--- config.mk ---
export PLATFORM = sky130hd
export DESIGN_NAME = idli_sqi_ctrl_m
export DESIGN_NICKNAME = d
export VERILOG_FILES = /design/src/rtl/idli_sqi_ctrl_m.sv
export SDC_FILE = /design/constraint.sdc
export NUM_CORES = 1
export LEC_CHECK = 0
export ABC_AREA = 0
export CAP_MARGIN = 15
export CELL_PAD_IN_SITES_DETAIL_PLACEMENT = 1
export CELL_PAD_IN_SITES_GLOBAL_PLACEMENT = 1
export CORE_MARGIN = 3
export CORE_UTILIZATION = 39
export DETAILED_ROUTE_END_ITERATION = 6
export PLACE_DENSITY = 0.88
export SYNTH_ARGS = -nofsm -noshare
export SYNTH_HDL_FRONTEND = slang
export SYNTH_SLANG_ARGS = --single-unit
--- constraint.sdc ---
create_clock -name i_sqi_gck -period 2.7 [get_ports i_sqi_gck]
set_input_delay 0.81 -clock i_sqi_gck [delete_from_list [all_inputs] [get_ports i_sqi_gck]]
set_output_delay 0.81 -clock i_sqi_gck [all_outputs]
set_load 0.1 [all_outputs]
--- src/rtl/idli_sqi_ctrl_m.sv ---
// idli_sqi_ctrl_m: single-request SQI master. Sends opcode and address, then
// optional dummy slots, then reads or writes one data word, one nibble per SCK slot.
package idli_sqi_pkg;
  typedef enum logic {
    SQI_MODE_IN  = 1'b0,
    SQI_MODE_OUT = 1'b1
  } sqi_mode_t;
endpackage

module idli_sqi_ctrl_m
  import idli_sqi_pkg::*;
#(
  parameter int         ADDR_W       = 16,
  parameter int         DATA_NIBBLES = 4,
  parameter int         NUM_CS       = 2,
  parameter int         DUMMY_CYC    = 2,
  parameter logic [7:0] RD_OP        = 8'h03,
  parameter logic [7:0] WR_OP        = 8'h02,
  localparam int        DATA_W       = 4 * DATA_NIBBLES,
  localparam int        CS_W         = (NUM_CS > 1) ? $clog2(NUM_CS) : 1
) (
  input  logic              i_sqi_gck,
  input  logic              i_sqi_rst,
  input  logic              i_sqi_req_vld,
  output logic              o_sqi_req_acp,
  input  logic              i_sqi_req_wr,
  input  logic [CS_W-1:0]   i_sqi_req_cs,
  input  logic [ADDR_W-1:0] i_sqi_req_addr,
  input  logic [DATA_W-1:0] i_sqi_req_wdata,
  output logic              o_sqi_rsp_vld,
  input  logic              i_sqi_rsp_acp,
  output logic [DATA_W-1:0] o_sqi_rsp_rdata,
  output logic              o_sqi_rsp_err,
  output logic              o_sqi_sck,
  output logic [NUM_CS-1:0] o_sqi_cs,
  output sqi_mode_t         o_sqi_mode,
  input  logic [3:0]        i_sqi_data,
  output logic [3:0]        o_sqi_data
);

  localparam logic [2:0] S_IDLE  = 3'd0;
  localparam logic [2:0] S_CMD   = 3'd1;
  localparam logic [2:0] S_ADDR  = 3'd2;
  localparam logic [2:0] S_DUMMY = 3'd3;
  localparam logic [2:0] S_DATA  = 3'd4;
  localparam logic [2:0] S_END   = 3'd5;
  localparam logic [2:0] S_RSP   = 3'd6;

  localparam logic [3:0] ADDR_LAST  = 4'(ADDR_W / 4 - 1);
  localparam logic [3:0] DUMMY_LAST = 4'((DUMMY_CYC > 0) ? DUMMY_CYC - 1 : 0);
  localparam logic [3:0] DATA_LAST  = 4'(DATA_NIBBLES - 1);

  logic [2:0]        state_q, state_d;
  logic              phase_q, phase_d;
  logic [3:0]        cnt_q, cnt_d;
  logic              acp_q, acp_d;
  logic              wr_q, wr_d;
  logic              err_q, err_d;
  logic [CS_W-1:0]   cs_q, cs_d;
  logic [7:0]        op_q, op_d;
  logic [ADDR_W-1:0] addr_q, addr_d;
  logic [DATA_W-1:0] wdata_q, wdata_d;
  logic [DATA_W-1:0] rdata_q, rdata_d;
  logic              active;

  assign active = (state_q == S_CMD) || (state_q == S_ADDR) ||
                  (state_q == S_DUMMY) || (state_q == S_DATA);

  // phase_q=0 is the SCK-low half of a slot, phase_q=1 the SCK-high half;
  // every shift and state change happens at the edge ending the high half.
  always_comb begin
    // NOTE: every always_comb output gets a default first so no latch is inferred.
    state_d = state_q;
    phase_d = phase_q;
    cnt_d   = cnt_q;
    wr_d    = wr_q;
    err_d   = err_q;
    cs_d    = cs_q;
    op_d    = op_q;
    addr_d  = addr_q;
    wdata_d = wdata_q;
    rdata_d = rdata_q;

    if (active) begin
      phase_d = ~phase_q;
      if (phase_q) cnt_d = cnt_q + 4'd1;
    end

    case (state_q)
      S_IDLE: begin
        if (i_sqi_req_vld && acp_q) begin
          wr_d    = i_sqi_req_wr;
          cs_d    = i_sqi_req_cs;
          addr_d  = i_sqi_req_addr;
          wdata_d = i_sqi_req_wdata;
          op_d    = i_sqi_req_wr ? WR_OP : RD_OP;
          rdata_d = '0;
          phase_d = 1'b0;
          cnt_d   = '0;
          if (32'(i_sqi_req_cs) >= 32'(NUM_CS)) begin
            err_d   = 1'b1;
            state_d = S_RSP;
          end else begin
            err_d   = 1'b0;
            state_d = S_CMD;
          end
        end
      end
      S_CMD: begin
        if (phase_q) begin
          op_d = op_q << 4;
          if (cnt_q == 4'd1) begin
            cnt_d   = '0;
            state_d = S_ADDR;
          end
        end
      end
      S_ADDR: begin
        if (phase_q) begin
          addr_d = addr_q << 4;
          if (cnt_q == ADDR_LAST) begin
            cnt_d   = '0;
            state_d = (wr_q || DUMMY_CYC == 0) ? S_DATA : S_DUMMY;
          end
        end
      end
      S_DUMMY: begin
        if (phase_q && cnt_q == DUMMY_LAST) begin
          cnt_d   = '0;
          state_d = S_DATA;
        end
      end
      S_DATA: begin
        if (phase_q) begin
          wdata_d = wdata_q << 4;
          if (!wr_q) rdata_d = (rdata_q << 4) | DATA_W'(i_sqi_data);
          if (cnt_q == DATA_LAST) begin
            cnt_d   = '0;
            state_d = S_END;
          end
        end
      end
      S_END:   state_d = S_RSP;
      S_RSP:   if (i_sqi_rsp_acp) state_d = S_IDLE;
      default: state_d = S_IDLE;
    endcase

    // Held low through reset so the first acceptance comes one edge after release.
    acp_d = (state_d == S_IDLE);
  end

  always_ff @(posedge i_sqi_gck or posedge i_sqi_rst) begin
    if (i_sqi_rst) begin
      state_q <= S_IDLE;
      phase_q <= 1'b0;
      cnt_q   <= '0;
      acp_q   <= 1'b0;
      wr_q    <= 1'b0;
      err_q   <= 1'b0;
      cs_q    <= '0;
      op_q    <= '0;
      addr_q  <= '0;
      wdata_q <= '0;
      rdata_q <= '0;
    end else begin
      // NOTE: non-blocking assignments so every register samples pre-edge values.
      state_q <= state_d;
      phase_q <= phase_d;
      cnt_q   <= cnt_d;
      acp_q   <= acp_d;
      wr_q    <= wr_d;
      err_q   <= err_d;
      cs_q    <= cs_d;
      op_q    <= op_d;
      addr_q  <= addr_d;
      wdata_q <= wdata_d;
      rdata_q <= rdata_d;
    end
  end

  assign o_sqi_req_acp   = acp_q;
  assign o_sqi_rsp_vld   = (state_q == S_RSP);
  assign o_sqi_rsp_err   = err_q && o_sqi_rsp_vld;
  assign o_sqi_rsp_rdata = o_sqi_rsp_vld ? rdata_q : '0;
  assign o_sqi_sck       = active && phase_q;

  always_comb begin
    o_sqi_cs   = '1;
    o_sqi_mode = SQI_MODE_IN;
    o_sqi_data = 4'h0;
    for (int i = 0; i < NUM_CS; i++) begin
      if (active && cs_q == CS_W'(i)) o_sqi_cs[i] = 1'b0;
    end
    case (state_q)
      S_CMD: begin
        o_sqi_mode = SQI_MODE_OUT;
        o_sqi_data = op_q[7:4];
      end
      S_ADDR: begin
        o_sqi_mode = SQI_MODE_OUT;
        o_sqi_data = addr_q[ADDR_W-1 -: 4];
      end
      S_DATA: begin
        if (wr_q) begin
          o_sqi_mode = SQI_MODE_OUT;
          o_sqi_data = wdata_q[DATA_W-1 -: 4];
        end
      end
      default: ;
    endcase
  end

endmodule

# After elaboration in Yosys (flattened, before gate mapping)
# Cells that the tools add are included.
# word_totals
ff_bits	67
out_inout_bits	27
# op_classes
addsub	1
n_eq_ne	13
mux	44
n_bitwise	3
reduce_logical	20
# ops
op	n
$mux 16	8
$pmux 16 s2	3
$mux 4	9
$mux 3	10
$pmux 3 s7	1
$mux 8	2
$or 16x4->16	1
$pmux 4 s4	1
$pmux 8 s2	1
$pmux 4 s3	1
$ne 2x2->1 const B	5
$eq 3x3->1 const B	3
$reduce_and 3->1	3
$mux 1	7
$eq 3x2->1 const B	2
$logic_not 3->1	2
$reduce_bool 2->1	3
$logic_and 1x1->1	5
$add 4x1->4 const B	1
$eq 4x1->1 const B	1
$eq 4x2->1 const B	1
$reduce_and 4->1	1
$reduce_or 2->1	2
$eq 3x1->1 const B	1
4 further kinds	7

# Logic depth before layout (Yosys ltp)
# Gate-level depths: netlist (run 1).
# depth
word_depth	8
ltp_mapped	6
depth_no_buf	6

# Worst setup path after synthesis (run 1)
# No wires, ideal clock.
# synth_path
path_type	register -> output
startpoint	register state_q[0]
endpoint	output port o_sqi_rsp_rdata[10]
arrival_time_ns	2.666
t_required_ns	1.890
path_slack_ns	-0.776
path_stages_with_launch	6
cell_sequence	dfrtp_1 -> inv_1 -> and3_1 -> clkbuf_1 -> clkbuf_1 -> and2_1
# synth_between
elab_chain_len	2
# synth_lines
item	line_no	rtl
start, declared	53	logic [2:0] state_q, state_d;
start signal, assigned	167	state_q <= state_d;
$eq 3x3->1	182	assign o_sqi_rsp_vld = (state_q == S_RSP);
named net o_sqi_rsp_vld	30	output logic o_sqi_rsp_vld,
$mux 16	184	assign o_sqi_rsp_rdata = o_sqi_rsp_vld ? rdata_q : '0;
end, declared	32	output logic [DATA_W-1:0] o_sqi_rsp_rdata,
# The timed path passes the listed nets, and every way through them passes these cells.

# Worst setup path after layout (run 1)
# layout_path
startpoint	register state_q[2]
endpoint	output port o_sqi_sck
# layout_between
elab_chain_len	5
elab_cells_between_ends	8
cone_classes	4 x eq/ne; 4 x reduce/logical
# layout_lines
item	line_no	rtl
$eq 3x1->1 or $eq 3x2->1 (tied branches)	66	assign active = (state_q == S_CMD) || (state_q == S_ADDR) ||
$logic_or 1x1->1 (2 in a row)	66	
$logic_or 1x1->1 *	67	(state_q == S_DUMMY) || (state_q == S_DATA);
$logic_and 1x1->1 *	185	assign o_sqi_sck = active && phase_q;
end, declared	34	output logic o_sqi_sck,
# Every way passes the cells marked *; elsewhere a longest branch is shown, timed or not.

==> results.cfg, run 1 <==
[logic_synthesis]
syn_area_mm2 = 0.00311
synth.net_count = 355
synth_seq_area_share_pct = 50.7
ys_types = 44
synth-async-reset-ratio_pct = 100
netlist_instances = 310
syn_area_per_cell_um2 = 10.0
synth_edf_count = 0
yosys_warnings = 0
synth_seq_cells = 63
ys.flop_type = dfrtp_1

[timing]
rsz0062_at_grt = yes
finalSetupTns_ps = 0
max_freq_ghz = 0.380
finalHoldViolations = 0
relSlewSlack_pct = 57.6
post-route-period-util_pct = 97.5
slew_viol_final = 0
finalSetupViolCount = 0
fin_worst_skew_ps = 6.61
min_period_ps = 2630
tightest_slew_ps = 631
fin_hold_ws_ps = 484

[pwr]
pwr-share-seq_pct = 31.8
switchingPower_mw = 2.21
p_comb_share_pct = 51.1
clock_power_share_pct = 17.1
cellPowerDensity_mw_per_mm2 = 1130
switching_share_pct = 44.2
p_int_mw = 2.79
ir_worst_vdd_mv = 0.942
leakage_nw = 1.92

[placement]
port_buffers = 67
gp_congestion = 0.738
dp_cells = 463
place_hpwl_um = 5680

[clock_network]
cts_max_level = 3
cts_sinks = 63
path_clk_slew_ps = 70
clock_latency_ps = 350
tritoncts = built
cts-root-buf = clkbuf_8
cts-buffers-inserted = 9
clockBufferDepth = 2

[floorplan]
die_area_mm2 = 0.00908
io_pins = 69
core_mm2 = 0.00749
start_util_pct = 41.5
die_width_um = 95.3
rows = 31
die_h_um = 95.3

[finish]
final_layout_size_suffix_gt1_share_pct = 22.7
antennaDiodeCount = 0
mostFrequentLayoutCell = dfrtp_1
regArea_mm2 = 0.00158
nets = 428
layout_common_cells = dfrtp_1, nand2_1, clkdlybuf4s50_1, o21ai_0, buf_12
syn2layout_area_growth_pct = 42.6
fin_cells = 487
multi_input_area_mm2 = 0.00143
fill_cells = 791

[route]
post-route-drc-count = 0
finalWirelength_um = 8550
ant_nets = 0
vias_per_cell = 5.39
vias = 2627
drtPass1Iterations = 4
routedWlPerCell_um = 17.6
first_iter_violations = 82

[setup_path]
crit_fanout = 8
cp.required_ps = 1890
crit_type = register to primary output
worst_ep_arrival_time_ps = 1820
end_kind = primary output
start_kind = register

[flow_run]
cap_violations = 0

[global_route]
grt_pass1_vias = 2834
track_usage_pct = 19.9
grt_first_pass_wirelength_um = 13800
grt_max_degree = 64
grt_overflow = 0
antenna_found_initial = 0

[worst_hold_path]
hold_path.class = register to register

[outcome]
status = complete, no violations
-- cell type report --
cell class | instances | share of cell area (%)
tap | 99 | 2.79
sequential | 63 | 35.6
timing repair buffer | 84 | 24.2
inverter | 6 | 0.508
clock buffer | 11 | 3.41
multi-input combinational | 219 | 32.2
clock inverter | 5 | 1.27
-- layer usage --
layer,track usage (%),share of wire (%),vias to the layer above
met5,0,0,-
met4,8.53,2.3,0
met3,4.81,4.4,20
met2,33.7,50,74
met1,24.0,43,1309
li1,-,-,1224
-- worst paths after layout --
kind | startpoint | endpoint | slack, ps | cells after the start
min in group asynchronous | i_sqi_rst | o_sqi_req_acp$_DFF_PP0_ | 860 | 3
worst max register to register | state_q[0]$_DFF_PP0_ | wdata_q[2]$_DFFE_PP0P_ | 780 | 6
worst max-delay path | state_q[2]$_DFF_PP0_ | o_sqi_sck | 70 | 4
worst min-delay path | rdata_q[15]$_DFFE_PP0P_ | rdata_q[15]$_DFFE_PP0P_ | 480 | 2
max in group asynchronous | i_sqi_rst | state_q[0]$_DFF_PP0_ | 1560 | 3
worst min register to register | rdata_q[15]$_DFFE_PP0P_ | rdata_q[15]$_DFFE_PP0P_ | 480 | 2
-- worst max-delay path, stage by stage (launching register included) --
cell and delay (ps):
dfrtp_2 470, or3_4 430, and2_1 210, ha_2 200, buf_12 160
-- synth_stat cells, types with 2 or more instances --
cell type   n  share of area [%]
nand3_1     3               0.48
a21o_1      2               0.48
a21oi_1    13                2.1
buf_4       4               0.97
inv_1       6               0.72
dfrtp_1    63                 51
and3_1      3               0.60
o21ai_0    29                4.7
o21ai_1     3               0.48
clkbuf_1    3               0.36
a32oi_1     2               0.56
and4bb_2    3                1.2
nor2_1     19                2.3
buf_6       2               0.72
nor2b_1     3               0.60
a22o_1     11                3.1
and2_1     19                3.8
buf_2      13                2.1
a32o_1      2               0.64
nand2b_1    3               0.60
nor3b_1     2               0.48
nand2_1    51                6.2
ha_1        3                1.2
mux2i_1    25                8.0
nand4_1     2               0.40
xor2_1      2               0.56
a22oi_1     2               0.48
-- power groups by stage --
stage | clock network (mW) | registers (mW) | logic (mW)
after floorplan | 0 | 1.52 | 1.71
after global placement | 0 | 1.59 | 2.27
after global routing | 0.916 | 1.64 | 2.74
after detailed placement | 0 | 1.62 | 2.37
after CTS | 0.875 | 1.58 | 2.52
final | 0.855 | 1.59 | 2.55
-- through the flow --
step	setup WS, ps	cell area (µm²)	power [mW]	util (%)
floorplan	16.0	3140	3.23	-
global placement	273	4150	3.85	55.4
detailed placement	145	4150	3.99	55.4
CTS	20.1	4420	4.98	59.0
global route	-11.6	4430	5.29	59.2
finish	68.4	4430	5.00	59.2
-- sequential cells by signal (all words and copies together) (netlist names) --
| register | flops |
|---|---|
| rdata_q | 16 |
| state_q | 3 |
| op_q | 4 |
| addr_q | 16 |
| phase_q | 1 |
| o_sqi_req_acp | 1 |
| cs_q | 1 |
| cnt_q | 4 |
| wdata_q | 16 |
| wr_q | 1 |
-- kinds of logic (layout without fill, tap and decap cells) --
logic type	count (synthesis)	in the layout	share of synthesized area (%)
and+or+nand+nor	114	114	18.6
adders and majority gates	3	3	1.21
xor gates and xnor gates	3	3	0.845
other	1	1	0.121
AOI/OAI and AO/OA	72	72	15.3
muxes	26	26	8.41
buffers and inverters	28	106	4.87
DFF	63	63	50.7
-- what timing repair did --
action,in CTS,in global routing
hold buffers,0,0
endpoints found under the setup margin,25,3
resized for setup,6,2
buffers inserted,7,1
No activity file was read; power rests on OpenSTA's default activity.
==> run 2, diff against run 1 <==
--- a/config.mk
+++ b/config.mk
@@ -12,7 +12,7 @@
 export CORE_MARGIN = 3
 export CORE_UTILIZATION = 39
 export DETAILED_ROUTE_END_ITERATION = 6
-export PLACE_DENSITY = 0.88
+export PLACE_DENSITY = 0.86
 export SYNTH_ARGS = -nofsm -noshare
 export SYNTH_HDL_FRONTEND = slang
 export SYNTH_SLANG_ARGS = --single-unit
==> run 2 against run 1 <==
Against the previous run: total power is 4.8% higher; first-iteration DRC count is 120% higher; routed wire length is 13% higher; sequential power hardly changed; core utilization is 0.74 points higher; combinational power is 2% higher; highest routed layer unchanged; count of clock-buffer cells in the layout is 1 lower; sequential share of layout area is 0.44 points lower; clock power is 22% higher.
==> results.cfg, run 2 (synthesis gave the netlist of run 1 again) <==
[clock_network]
clock_latency_ps = 350
tritoncts = built
clockBufferDepth = 2
cts_sinks = 63
path_clk_slew_ps = 80
cts-buffers-inserted = 9
cts-root-buf = clkbuf_8
cts_max_level = 3

[timing]
relSlewSlack_pct = 62.4
post-route-period-util_pct = 98.5
max_freq_ghz = 0.376
finalSetupViolCount = 0
rsz0062_at_grt = yes
fin_worst_skew_ps = 7.25
slew_viol_final = 0
finalHoldViolations = 0
min_period_ps = 2660
tightest_slew_ps = 559

[finish]
multi_input_area_mm2 = 0.00144
antennaDiodeCount = 0
regArea_mm2 = 0.00158
nets = 431
mostFrequentLayoutCell = dfrtp_1
final_layout_size_suffix_gt1_share_pct = 23.0
top_regs = addr_q x16, rdata_q x16, wdata_q x16
syn2layout_area_growth_pct = 44.4
fin_cells = 490
fin_area_mm2 = 0.00449
fill_cells = 783
layout_common_cells = dfrtp_1, nand2_1, clkdlybuf4s50_1, o21ai_0, buf_12

[floorplan]
die_h_um = 95.3
io_pins = 69
die_width_um = 95.3
start_util_pct = 41.5
core_mm2 = 0.00749
rows = 31
die_area_mm2 = 0.00908

[placement]
port_buffers = 67
place_hpwl_um = 6170
gp_congestion = 0.734
placedInstanceArea_mm2 = 0.00415
dp_cells = 465

[global_route]
track_usage_pct = 22.9
grt_first_pass_wirelength_um = 15500
grt_pass1_vias = 2984
grt_overflow = 0
antenna_found_initial = 0
grt_max_degree = 64

[pwr]
leakage_nw = 1.95
ir_worst_vdd_mv = 0.742
cellPowerDensity_mw_per_mm2 = 1170

[setup_path]
r2r-end = addr_q[6]$_DFFE_PP0P_
worst_ep_arrival_time_ps = 1850
r2r_start = state_q[2]$_DFF_PP0_
start_kind = register
cpMaxStageDelayCell = dfrtp_2
r2r_slack_ps = 770
cp.required_ps = 1890
worstRegToRegCells = 8
crit_path_cell_trace = or3_4 > and2_1 > ha_1 > buf_12
end_kind = primary output
crit_type = register to primary output
crit_buf_inv = 1
slowest_delay_ps = 470
crit_fanout = 8
cp_top_family = simple AND/OR/NAND/NOR gates

[route]
drtPass1Iterations = 4
vias_per_cell = 5.38
vias = 2638
first_iter_violations = 177
post-route-drc-count = 0
ant_nets = 0
routedWlPerCell_um = 19.7
finalWirelength_um = 9660

[worst_hold_path]
hold_end = rdata_q[15]$_DFFE_PP0P_
hold_path.class = register to register
whs_path_depth = 2
hp-start = rdata_q[15]$_DFFE_PP0P_

[flow_run]
cap_violations = 0

[outcome]
status = complete, no violations
-- run 2: changes by cell type in the layout (fill, tap and decap cells not counted) --
cell,before,now
clkbuf_8,11,10
bufinv_16,1,3
buf_12,27,26
ha_2,1,0
and3_4,0,1
and3_2,1,0
nor3b_2,2,1
buf_4,16,20
clkinv_4,1,0
ha_1,2,3
nor3b_4,1,2
-- run 2: worst max path at each step --
stage | startpoint | endpoint | slack, ps | cells after the start
after floorplan | state_q[1]$_DFF_PP0_ | o_sqi_data[0] | 20 | 6
after global placement | state_q[1]$_DFF_PP0_ | o_sqi_rsp_rdata[0] | 290 | 3
after detailed placement | state_q[1]$_DFF_PP0_ | o_sqi_rsp_rdata[5] | 150 | 3
after CTS | state_q[1]$_DFF_PP0_ | o_sqi_sck | 9 | 4
after global routing | state_q[1]$_DFF_PP0_ | o_sqi_sck | -30 | 4
final | state_q[1]$_DFF_PP0_ | o_sqi_sck | 40 | 4
-- run 2: metrics by stage --
step | TNS (ps) | hold WS [ps] | power [mW] | setup slack [ps] | util, %
global placement | 0 | 457 | 3.86 | 285 | 55.4
CTS | 0 | 489 | 5.17 | 8.71 | 59.6
floorplan | 0 | 442 | 3.23 | 16.0 | -
finish | 0 | 488 | 5.24 | 39.5 | 60.0
global route | -37.3 | 527 | 5.51 | -30.1 | 60.0
detailed placement | 0 | 473 | 4.00 | 147 | 55.4
-- run 2: timing repair --
action	in CTS	in global routing
gates resized for setup	6	3
hold buffers	0	0
pin swaps	0	1
gates cloned	0	0
setup buffers	7	2
endpoints found under the hold margin	0	0
setup endpoints to repair	25	14
-- run 2: power breakdown --
part           total [mW]  switching [mW]  internal (mW)  leakage, nW
Sequential           1.60           0.300           1.30        0.794
Clock                1.04           0.405          0.635        0.122
Combinational        2.61            1.58           1.03         1.04
Total                5.24            2.28           2.96         1.95
-- run 2: layer usage --
metal	up-vias	global-route usage, %	wire (µm)
li1	1221	-	-
met1	1326	25.9	3840
met2	69	41.6	5200
met3	22	4.50	364
met4	0	9.98	260
met5	-	0	0
-- run 2: area by class of cell --
cell class              count  area share, %
repair buffers             87           24.1
inverters                   6          0.502
clock buffers              10           3.07
flip-flops and latches     63           35.2
clock inverters             6           2.40
well taps                  99           2.76
multi-input cells         219           32.0
-- run 2: worst register-to-register path: stages (launching register included) --
cell and delay [ps]:
dfrtp_2 450, buf_4 170, nor3b_4 270, buf_4 180, buf_4 230, a22oi_4 60, buf_4 230, nand2_1 110
o21ai_0 100
